==> src/rtl/uart_text_cmd_parser.sv <==
// UART byte-stream to text/colour buffer command parser with ESC sequences.
// Optional echo path to UART TX enabled by defining UART_TEXT_CMD_PARSER_ECHO_EN.
module uart_text_cmd_parser #(
    parameter int MAX_CHARS = 8,
    parameter int IDX_W     = $clog2(MAX_CHARS)
) (
    input  logic             clk,
    input  logic             reset,
    input  logic [2:0]       num_chars,
    input  logic [3:0]       rnd_color,
    input  logic [7:0]       in_data,
    input  logic             in_valid,
    output logic             in_ready,
    output logic             wr_en,
    output logic [IDX_W-1:0] wr_addr,
    output logic [7:0]       wr_char,
    output logic [3:0]       wr_color,
    output logic [IDX_W-1:0] cursor,
    output logic [7:0]       echo_data,
    output logic             echo_valid,
    input  logic             echo_ready
);

    typedef enum logic [2:0] {IDLE, ESC, ARG_POS, ARG_COL, CLEAR} state_t;

    state_t           state, state_d;
    logic [IDX_W-1:0] cursor_d, clr_cnt, clr_cnt_d, wr_addr_d;
    logic [IDX_W-1:0] cursor_next, arg_pos;
    logic             wr_en_d, rand_mode, rand_mode_d;
    logic [7:0]       wr_char_d;
    logic [3:0]       wr_color_d, fixed_color, fixed_color_d;
    logic             echo_stall, xfer;

    assign in_ready    = !reset && (state != CLEAR) && !echo_stall;
    assign xfer        = in_valid && in_ready;
    assign arg_pos     = in_data[IDX_W-1:0];
    // Same wrap rule as the refresh engine: last used cell is num_chars.
    assign cursor_next = (int'(cursor) < int'(num_chars)) ? cursor + IDX_W'(1) : '0;

    always_comb begin
        // NOTE: every comb output gets a default first so no path can infer a latch.
        state_d       = state;
        cursor_d      = cursor;
        clr_cnt_d     = clr_cnt;
        fixed_color_d = fixed_color;
        rand_mode_d   = rand_mode;
        wr_en_d       = 1'b0;
        wr_addr_d     = wr_addr;
        wr_char_d     = wr_char;
        wr_color_d    = wr_color;

        unique case (state)
            IDLE: if (xfer) begin
                if (in_data >= 8'h20 && in_data <= 8'h7E) begin
                    wr_en_d    = 1'b1;
                    wr_addr_d  = cursor;
                    wr_char_d  = in_data;
                    wr_color_d = rand_mode ? rnd_color : fixed_color;
                    cursor_d   = cursor_next;
                end else if (in_data == 8'h0D) begin
                    cursor_d = '0;
                end else if (in_data == 8'h1B) begin
                    state_d = ESC;
                end
            end
            ESC: if (xfer) begin
                state_d = IDLE;
                case (in_data)
                    8'h43: begin
                        // Cell 0 is written on the 'C' edge so the clear starts immediately.
                        state_d    = CLEAR;
                        wr_en_d    = 1'b1;
                        wr_addr_d  = '0;
                        wr_char_d  = 8'h00;
                        wr_color_d = 4'h0;
                        clr_cnt_d  = IDX_W'(1);
                    end
                    8'h50:   state_d = ARG_POS;
                    8'h4B:   state_d = ARG_COL;
                    8'h52:   rand_mode_d = 1'b1;
                    default: ;
                endcase
            end
            ARG_POS: if (xfer) begin
                cursor_d = (int'(arg_pos) <= int'(num_chars)) ? arg_pos : '0;
                state_d  = IDLE;
            end
            ARG_COL: if (xfer) begin
                fixed_color_d = in_data[3:0];
                rand_mode_d   = 1'b0;
                state_d       = IDLE;
            end
            CLEAR: begin
                // clr_cnt wraps to zero once the last cell has been issued.
                if (clr_cnt == '0) begin
                    cursor_d = '0;
                    state_d  = IDLE;
                end else begin
                    wr_en_d    = 1'b1;
                    wr_addr_d  = clr_cnt;
                    wr_char_d  = 8'h00;
                    wr_color_d = 4'h0;
                    clr_cnt_d  = clr_cnt + IDX_W'(1);
                end
            end
            default: state_d = IDLE;
        endcase
    end

    always_ff @(posedge clk) begin
        // NOTE: sequential state uses non-blocking assignments so all registers update together.
        if (reset) begin
            state       <= IDLE;
            cursor      <= '0;
            clr_cnt     <= '0;
            fixed_color <= 4'h0;
            rand_mode   <= 1'b1;
            wr_en       <= 1'b0;
            wr_addr     <= '0;
            wr_char     <= 8'h00;
            wr_color    <= 4'h0;
        end else begin
            state       <= state_d;
            cursor      <= cursor_d;
            clr_cnt     <= clr_cnt_d;
            fixed_color <= fixed_color_d;
            rand_mode   <= rand_mode_d;
            wr_en       <= wr_en_d;
            wr_addr     <= wr_addr_d;
            wr_char     <= wr_char_d;
            wr_color    <= wr_color_d;
        end
    end

`ifdef UART_TEXT_CMD_PARSER_ECHO_EN
    // Single-entry echo buffer; input stalls rather than dropping a byte.
    assign echo_stall = echo_valid && !echo_ready;

    always_ff @(posedge clk) begin
        if (reset) begin
            echo_valid <= 1'b0;
            echo_data  <= 8'h00;
        end else if (xfer) begin
            echo_valid <= 1'b1;
            echo_data  <= in_data;
        end else if (echo_ready) begin
            echo_valid <= 1'b0;
        end
    end
`else
    logic unused_echo_ready;
    assign unused_echo_ready = echo_ready;
    assign echo_stall        = 1'b0;
    assign echo_valid        = 1'b0;
    assign echo_data         = 8'h00;
`endif

endmodule
==> config.mk <==
export PLATFORM = sky130hd
export DESIGN_NAME = uart_text_cmd_parser
export DESIGN_NICKNAME = d
export VERILOG_FILES = /design/src/rtl/uart_text_cmd_parser.sv
export SDC_FILE = /design/constraint.sdc
export NUM_CORES = 1
export LEC_CHECK = 0
export CORE_MARGIN = 2
export CORE_UTILIZATION = 52
export DETAILED_ROUTE_END_ITERATION = 16
export PLACE_DENSITY = 0.85
export SLEW_MARGIN = 15
export SYNTH_ARGS = -nofsm -noshare
export SYNTH_HDL_FRONTEND = slang
export SYNTH_SLANG_ARGS = --single-unit
==> constraint.sdc <==
create_clock -name clk -period 3.8 [get_ports clk]
set_clock_uncertainty 0.1 [all_clocks]
set_input_delay 0.38 -clock clk [delete_from_list [all_inputs] [get_ports clk]]
set_output_delay 0.38 -clock clk [all_outputs]
set_load 0.02 [all_outputs]
---- Word-level counts from Yosys, hierarchy flattened ----
Index checks and enable logic that the tools add are counted.
operators by class
  add/subtract/negate cells ............... 2
  $mul .................................... 0
  divide/modulo/power cells ............... 0
  magnitude comparators ................... 4
  equality and inequality tests ........... 25
  shift operators ......................... 0
  muxes and demuxes ....................... 49
  bitwise operators ....................... 0
  reductions and logical operators ........ 17
operator list
  cell                 number
  $mux 3               21
  $mux 8               5
  $eq 8x7->1 const B   4
  $pmux 3 s3           3
  $mux 4               6
  $pmux 8 s3           1
  $ne 2x2->1 const B   11
  $pmux 3 s4           1
  $pmux 4 s3           1
  $eq 8x4->1 const B   1
  $eq 8x5->1 const B   1
  $ge 8x6->1 const B   1
  $le 8x7->1 const B   1
  $mux 1               8
  $reduce_and 4->1     2
  $reduce_and 7->1     1
  $add 3x1->3 const B  2
  $eq 3x2->1 const B   2
  $logic_not 3->1      2
  $ne 3x3->1 const B   2
  $pmux 3 s2           1
  $reduce_and 6->1     1
  $reduce_bool 3->1    2
  $reduce_and 5->1     1
  12 further kinds     16
word-level totals
  bits in registers ....................... 30
  latch bits .............................. 0
  RAM bits ................................ 0
  memory bits (read-only) ................. 0
  output and inout bits ................... 29
  word-level logic and storage cells ...... 106
  memories ................................ 0

---- Logic depth before layout (Yosys ltp) ----
Gate-level depths: netlist of run 1.
  word-level depth ........................ 6
  mapped depth ............................ 7
  depth with buffers taken out ............ 7

---- Worst setup path after synthesis of run 1 ----
Ideal clock, no wire load.
  kind .................................... register to register
  start point ............................. register cursor[1]
  end point ............................... register cursor[0]
  setup time .............................. 86 ps
  arrival time ............................ 1622 ps
  path slack .............................. 1992 ps
  cell stages (with the launch flop) ...... 7
  clock period less this slack ............ 1808 ps
  cells stage by stage .................... dfxtp_1 -> ha_1 -> o21ai_0 -> o22ai_1 -> nor3_1 -> a221oi_2 -> a211oi_1
between the ends
  word-level cells in the longest chain between the ends .. 5
ends and longest elaborated chain
  item                    line  text
  start, declared         18    output logic [IDX_W-1:0] cursor,
  start signal, assigned  124   cursor <= cursor_d;
  $lt 3x3->1              38    assign cursor_next = (int'(cursor) < int'(num_chars)) ? cursor + IDX_W'(1) : '0;
  $mux 3                  38
  $mux 3                  54    if (in_data >= 8'h20 && in_data <= 8'h7E) begin
  $mux 3                  53    IDLE: if (xfer) begin
  $pmux 3 s3              52    unique case (state)
No other way between the ends. The select of a mux whose other input is x is not followed.
A chain may end at the register's enable or synchronous reset.

---- Final worst setup path of run 1 ----
  start point ............................. input port reset
  end point ............................... output port in_ready
between the ends
  word-level cells in the longest chain between the ends .. 2
ends and longest elaborated chain
  item               line  text
  start, declared    8     input logic reset,
  $logic_not 1->1    34    assign in_ready = !reset && (state != CLEAR) && !echo_stall;
  $logic_and 1x1->1  34
  end, declared      13    output logic in_ready,
No other way between the ends.

==> impl_metrics.toml, run 1 <==
[route]
first_pass_iters = 4
met3WireLength_um = 218
met2_length_mm = 1.82
top_layer = "met4"
routed_wl_mm = 3.82
drt-met1-wl_mm = 1.73
avgViaCountPerCell = 5.61
route.detailed.drc = 0
drt_iter0_drc = 69
wl_per_cell_um = 13.7
ant_nets = 0
num_vias = 1570

[cells_and_area]
layout.area.seq_um2 = 601
areaGrowthSynthToFinish_pct = 19.7
nNetsFinal = 260
layout_commonest_cell = "clkdlybuf4s50_1"
multi_input_area_um2 = 1050
nFillCells = 302
layout_common_cells = "clkdlybuf4s50_1 (37), dfxtp_1 (30), nor2_1 (19), inv_1 (15), conb_1 (9)"
n_antenna_cell = 0
drive_gt1_share_pct = 11.5

[worst_setup_path]
critPathLaunchType = "input pin"
critical_path_class = "in2out"
path_max_fanout = 13
cp.required_ns = 3.32
end_kind = "output pin"
cp.arrival_ns = 2.08

[power]
p_leak_nw = 0.881
peakVddDrop_mv = 0.176
p_per_area_nw_per_um2 = 290

[placed_design]
dpl.hpwl_mm = 2.87
gp_congestion = 0.863
place_ws_ns = 1.19
io_buffers = 37

[timing]
postLayoutSetupSlackWorst_ns = 1.24
fin_crit_sh_pct = 67.5
holdWs_ns = 0.366
slew_headroom_pct = 60.1
hold_viol = 0
report.final.slew_viol_count = 0
setup_viol = 0
rsz0062_at_grt = "no"
max_freq_mhz = 390
tns_ns = 0
tightest_slew_ns = 0.592
min_period_ns = 2.56

[synthesis]
synth-async-reset-ratio_pct = 0
ys.flop_type = "dfxtp_1"
yosysWarnings = 0
synth-edff-count = 0
yosysUniqueCellTypes = 53
syn_area_um2 = 1840
seq_area_frac_synth_pct = 32.7
netlist_instances = 199
synth_area_per_cell_um2 = 9.23
ys_ff_latch = 30

[die]
dieArea_um2 = 4020
die_width_um = 63.4
row_count = 21
num_io_pins = 48
fp.dieH_um = 63.4
core_um2 = 3360
initial_utilization_pct = 54.6

[clocking]
cts.sinks = 30
cts_buffers = 5
cts_tree = "yes"
cts_hold_buf = 0
cts_setup_buffers = 0
cts_buffer_depth = 2
cts.repair.resized = 0
cts_max_level = 2
path_clk_slew_ns = 0.08
insertion_delay_ns = 0.33
cts_root_buf = "clkbuf_4"

[global_route]
gr-total-overflow = 0
grt_usage_pct = 20.6
antenna_found_initial = 0
grt_pass1_wl_mm = 6.49
grt_max_degree = 16
grt_pass1_vias = 1428

[job]
max_cap_viol_count = 0

[worst_hold_path]
hp-class = "reg2reg"

[status]
outcome = "finished clean"
==> cells in the mapped netlist (3+ instances only) <==
master	number	area (um2)
nand3_1	7	35.0
nor3_1	7	35.0
o31ai_1	4	30.0
a21oi_1	8	40.0
buf_4	9	67.6
a22o_1	7	61.3
mux2i_1	8	80.1
a211oi_2	3	37.5
inv_1	15	56.3
nor2_1	19	71.3
ha_1	8	100
o21ai_0	6	30.0
buf_6	5	56.3
dfxtp_1	30	601
xnor2_1	3	26.3
nand2_1	6	22.5
nand4_1	6	37.5
nor2b_1	3	18.8
==> state kept, by name (all words and copies together), names as in the netlist <==
register     cells
wr_char          8
rand_mode        1
fixed_color      4
wr_addr          3
state            3
clr_cnt          3
wr_color         4
cursor           3
wr_en            1
==> per-stage QoR <==
stage / instances / area (um2) / utilization [%] / total power (W)
6_report: 280 / 2200 / 65.4 / 0.000637
4_1_cts: 280 / 2200 / 65.4 / 0.000642
3_3_place_gp: 272 / 2140 / 63.6 / 0.000444
2_1_floorplan: 207 / 1870 / - / 0.000408
5_1_grt: 280 / 2200 / 65.4 / 0.000669
3_5_place_dp: 272 / 2140 / 63.6 / 0.000446
==> routing by layer <==
layer	GRT usage [%]	vias up
li1	-	778
met3	5.00	6
met5	0	-
met2	34.5	53
met4	6.79	0
met1	25.7	733
==> area by class of cell <==
type / instances / area share (%)
Timing Repair Buffer: 38 / 17.2
Tap cell: 46 / 2.62
Inverter: 15 / 2.56
Sequential cell: 30 / 27.3
Multi-Input combinational cell: 143 / 47.6
Clock buffer: 7 / 2.50
Clock inverter: 1 / 0.228
==> worst paths after layout <==
path	from	endpoint	slack, ns	cells past startpoint
setup reg to reg	state[2]	wr_char[3]	1.70	5
hold / removal	wr_addr[1]	wr_addr[1]	0.37	2
hold reg to reg	wr_addr[1]	wr_addr[1]	0.37	2
setup / recovery	reset	in_ready	1.24	4
==> cell families after synthesis <==
| logic type | Yosys count | share of synthesized area, % |
|---|---|---|
| adder cells (fa/ha/maj) | 8 | 5.45 |
| multiplexers | 8 | 4.36 |
| AND/OR/NAND/NOR | 63 | 20.6 |
| other | 1 | 0.204 |
| flip-flops | 30 | 32.7 |
| XOR/XNOR | 3 | 1.43 |
| buffers and inverters | 34 | 12.0 |
| AO/OA/AOI/OAI | 52 | 23.2 |
==> power breakdown <==
part / switching (W) / internal (W)
clock network: 0.000108 / 0.0000895
logic: 0.0000621 / 0.0000510
registers: 0.00000486 / 0.000322
total: 0.000175 / 0.000462
==> critical path, stage by stage <==
cell and delay [ns]:
clkdlybuf4s50_1 0.68, buf_4 0.31, nor2_1 0.10, clkdlybuf4s50_1 0.60
(Power assumes the default switching activity.)
==> run 2, diff against run 1 <==
--- a/config.mk
+++ b/config.mk
@@ -6,9 +6,9 @@
 export NUM_CORES = 1
 export LEC_CHECK = 0
 export CORE_MARGIN = 2
-export CORE_UTILIZATION = 52
+export CORE_UTILIZATION = 44
 export DETAILED_ROUTE_END_ITERATION = 16
-export PLACE_DENSITY = 0.85
+export PLACE_DENSITY = 0.76
 export SLEW_MARGIN = 15
 export SYNTH_ARGS = -nofsm -noshare
 export SYNTH_HDL_FRONTEND = slang
==> constraint.sdc (replaced) <==
create_clock -name clk -period 2.25 [get_ports clk]
set_clock_uncertainty 0.1 [all_clocks]
set_input_delay 0.225 -clock clk [delete_from_list [all_inputs] [get_ports clk]]
set_output_delay 0.225 -clock clk [all_outputs]
set_load 0.02 [all_outputs]
==> run 2 against run 1 <==
Final cell count is 7.1% higher. Final area is 7.1% higher. Register-to-register slack worse by 1.4 ns. Largest power group unchanged.
==> impl_metrics.toml, run 2 (same netlist as run 1, synthesis figures left out) <==
[clocking]
cts.repair.resized = 0
cts_setup_buffers = 0
cts_hold_buf = 0
cts_buffer_depth = 2
cts_buffers = 5
insertion_delay_ns = 0.28
cts_max_level = 2
cts_tree = "yes"
cts_root_buf = "clkbuf_8"
cts.sinks = 30
path_clk_slew_ns = 0.06

[timing]
max_freq_mhz = 500
fin_crit_sh_pct = 88.9
tightest_slew_ns = 0.575
setup_viol = 0
tns_ns = 0
slew_headroom_pct = 61.4
rsz0062_at_grt = "no"
min_period_ns = 2.00
hold_viol = 0
report.final.slew_viol_count = 0
holdWs_ns = 0.365

[route]
first_pass_iters = 4
drt_iter0_drc = 60
route.detailed.drc = 0
ant_nets = 0
avgViaCountPerCell = 5.27
routed_wl_mm = 4.02
wl_per_cell_um = 13.4
num_vias = 1582

[global_route]
grt_pass1_vias = 1420
grt_max_degree = 16
antenna_found_initial = 0
grt_pass1_wl_mm = 6.66
gr-total-overflow = 0
grt_usage_pct = 19.2

[cells_and_area]
n_antenna_cell = 0
drive_gt1_share_pct = 17.2
nNetsFinal = 276
layout_commonest_cell = "clkdlybuf4s50_1"
layout_common_cells = "clkdlybuf4s50_1 (37), dfxtp_1 (30), nor2_1 (19), buf_4 (17), inv_1 (15)"
nFillCells = 399
regMostFlops = "wr_char"
largest_register_ff_count = 8
reg_top3 = "wr_char: 8 flops, fixed_color: 4 flops, wr_color: 4 flops"
areaGrowthSynthToFinish_pct = 28.2

[worst_setup_path]
critPathBufInv = 1
end_kind = "register"
cp.required_ns = 2.34
cpMaxStageDelayCell = "clkdlybuf4s50_1"
cp.arrival_ns = 2.09
critPathLaunchType = "input pin"
path_max_fanout = 7
critical_path_class = "in2reg"
crit_path_cell_trace = "clkdlybuf4s50_1, ha_1, a211o_1, a21oi_1, a221oi_2, a211oi_1"
path_delay_family = "compound AO/OA/AOI/OAI gates"
crit_path_max_incr_delay_ns = 0.61

[die]
fp.dieH_um = 68.6
row_count = 23
die_width_um = 68.6
initial_utilization_pct = 45.9
core_um2 = 4000
dieArea_um2 = 4710
num_io_pins = 48

[power]
peakVddDrop_mv = 0.285
p_leak_nw = 0.973
p_per_area_nw_per_um2 = 509

[placed_design]
gp_congestion = 0.796
io_buffers = 37
dpl.hpwl_mm = 3.10

[worst_hold_path]
hp-class = "reg2reg"

[status]
outcome = "finished clean"

[job]
max_cap_viol_count = 0
## run 2: cell count changes in the layout (fill, tap and decap cells not counted), sizes merged
cell,change
buf,+16
## run 2: worst paths after layout
| check | from | to | depth (start not counted) | slack [ns] |
|---|---|---|---|---|
| worst max-delay path | in_data[1] | cursor[0] | 6 | 0.25 |
| worst min-delay path | wr_color[1] | wr_color[1] | 2 | 0.37 |
| worst max register to register | cursor[1] | cursor[0] | 6 | 0.31 |
| worst min register to register | wr_color[1] | wr_color[1] | 2 | 0.37 |
## run 2: power breakdown
group,switching (W),internal (W),leakage [nW]
clock,0.000194,0.000246,0.0482
combinational,0.000108,0.0000982,0.682
sequential,0.00000839,0.000544,0.243
## run 2: worst register-to-register path: cells and delay by family, from the launching register on
kind                     cells  cell delay, ns
AO/OA/AOI/OAI                4            0.57
AND/OR/NAND/NOR              1            0.47
flip-flops                   1            0.45
adder cells (fa/ha/maj)      1            0.27
## run 2: layer usage
layer,wire [um],track usage [%]
met1,1950,25.1
met2,1850,29.9
met3,173,4.87
met4,49,8.25
met5,0,0
## run 2: area by class of cell
type / instances / area, um2 / area share (%)
inverter: 15 / 56.3 / 2.39
tap: 50 / 62.6 / 2.66
timing repair buffer: 54 / 498 / 21.1
multi-input combinational: 143 / 1050 / 44.4
clock buffer: 7 / 86.3 / 3.67
clock inverter: 1 / 5.00 / 0.213
sequential: 30 / 601 / 25.5
## run 2: per-stage QoR
step | util [%] | setup WS (ns) | area [um2] | instances | power [W]
2_1_floorplan | - | 0.442 | 1870 | 207 | 0.000689
5_1_grt | 58.9 | 0.101 | 2350 | 300 | 0.00126
6_report | 58.9 | 0.249 | 2350 | 300 | 0.00120
4_1_cts | 58.9 | 0.246 | 2350 | 300 | 0.00121
3_3_place_gp | 56.6 | 0.0467 | 2260 | 292 | 0.000767
3_5_place_dp | 56.6 | 0.00598 | 2260 | 292 | 0.000769
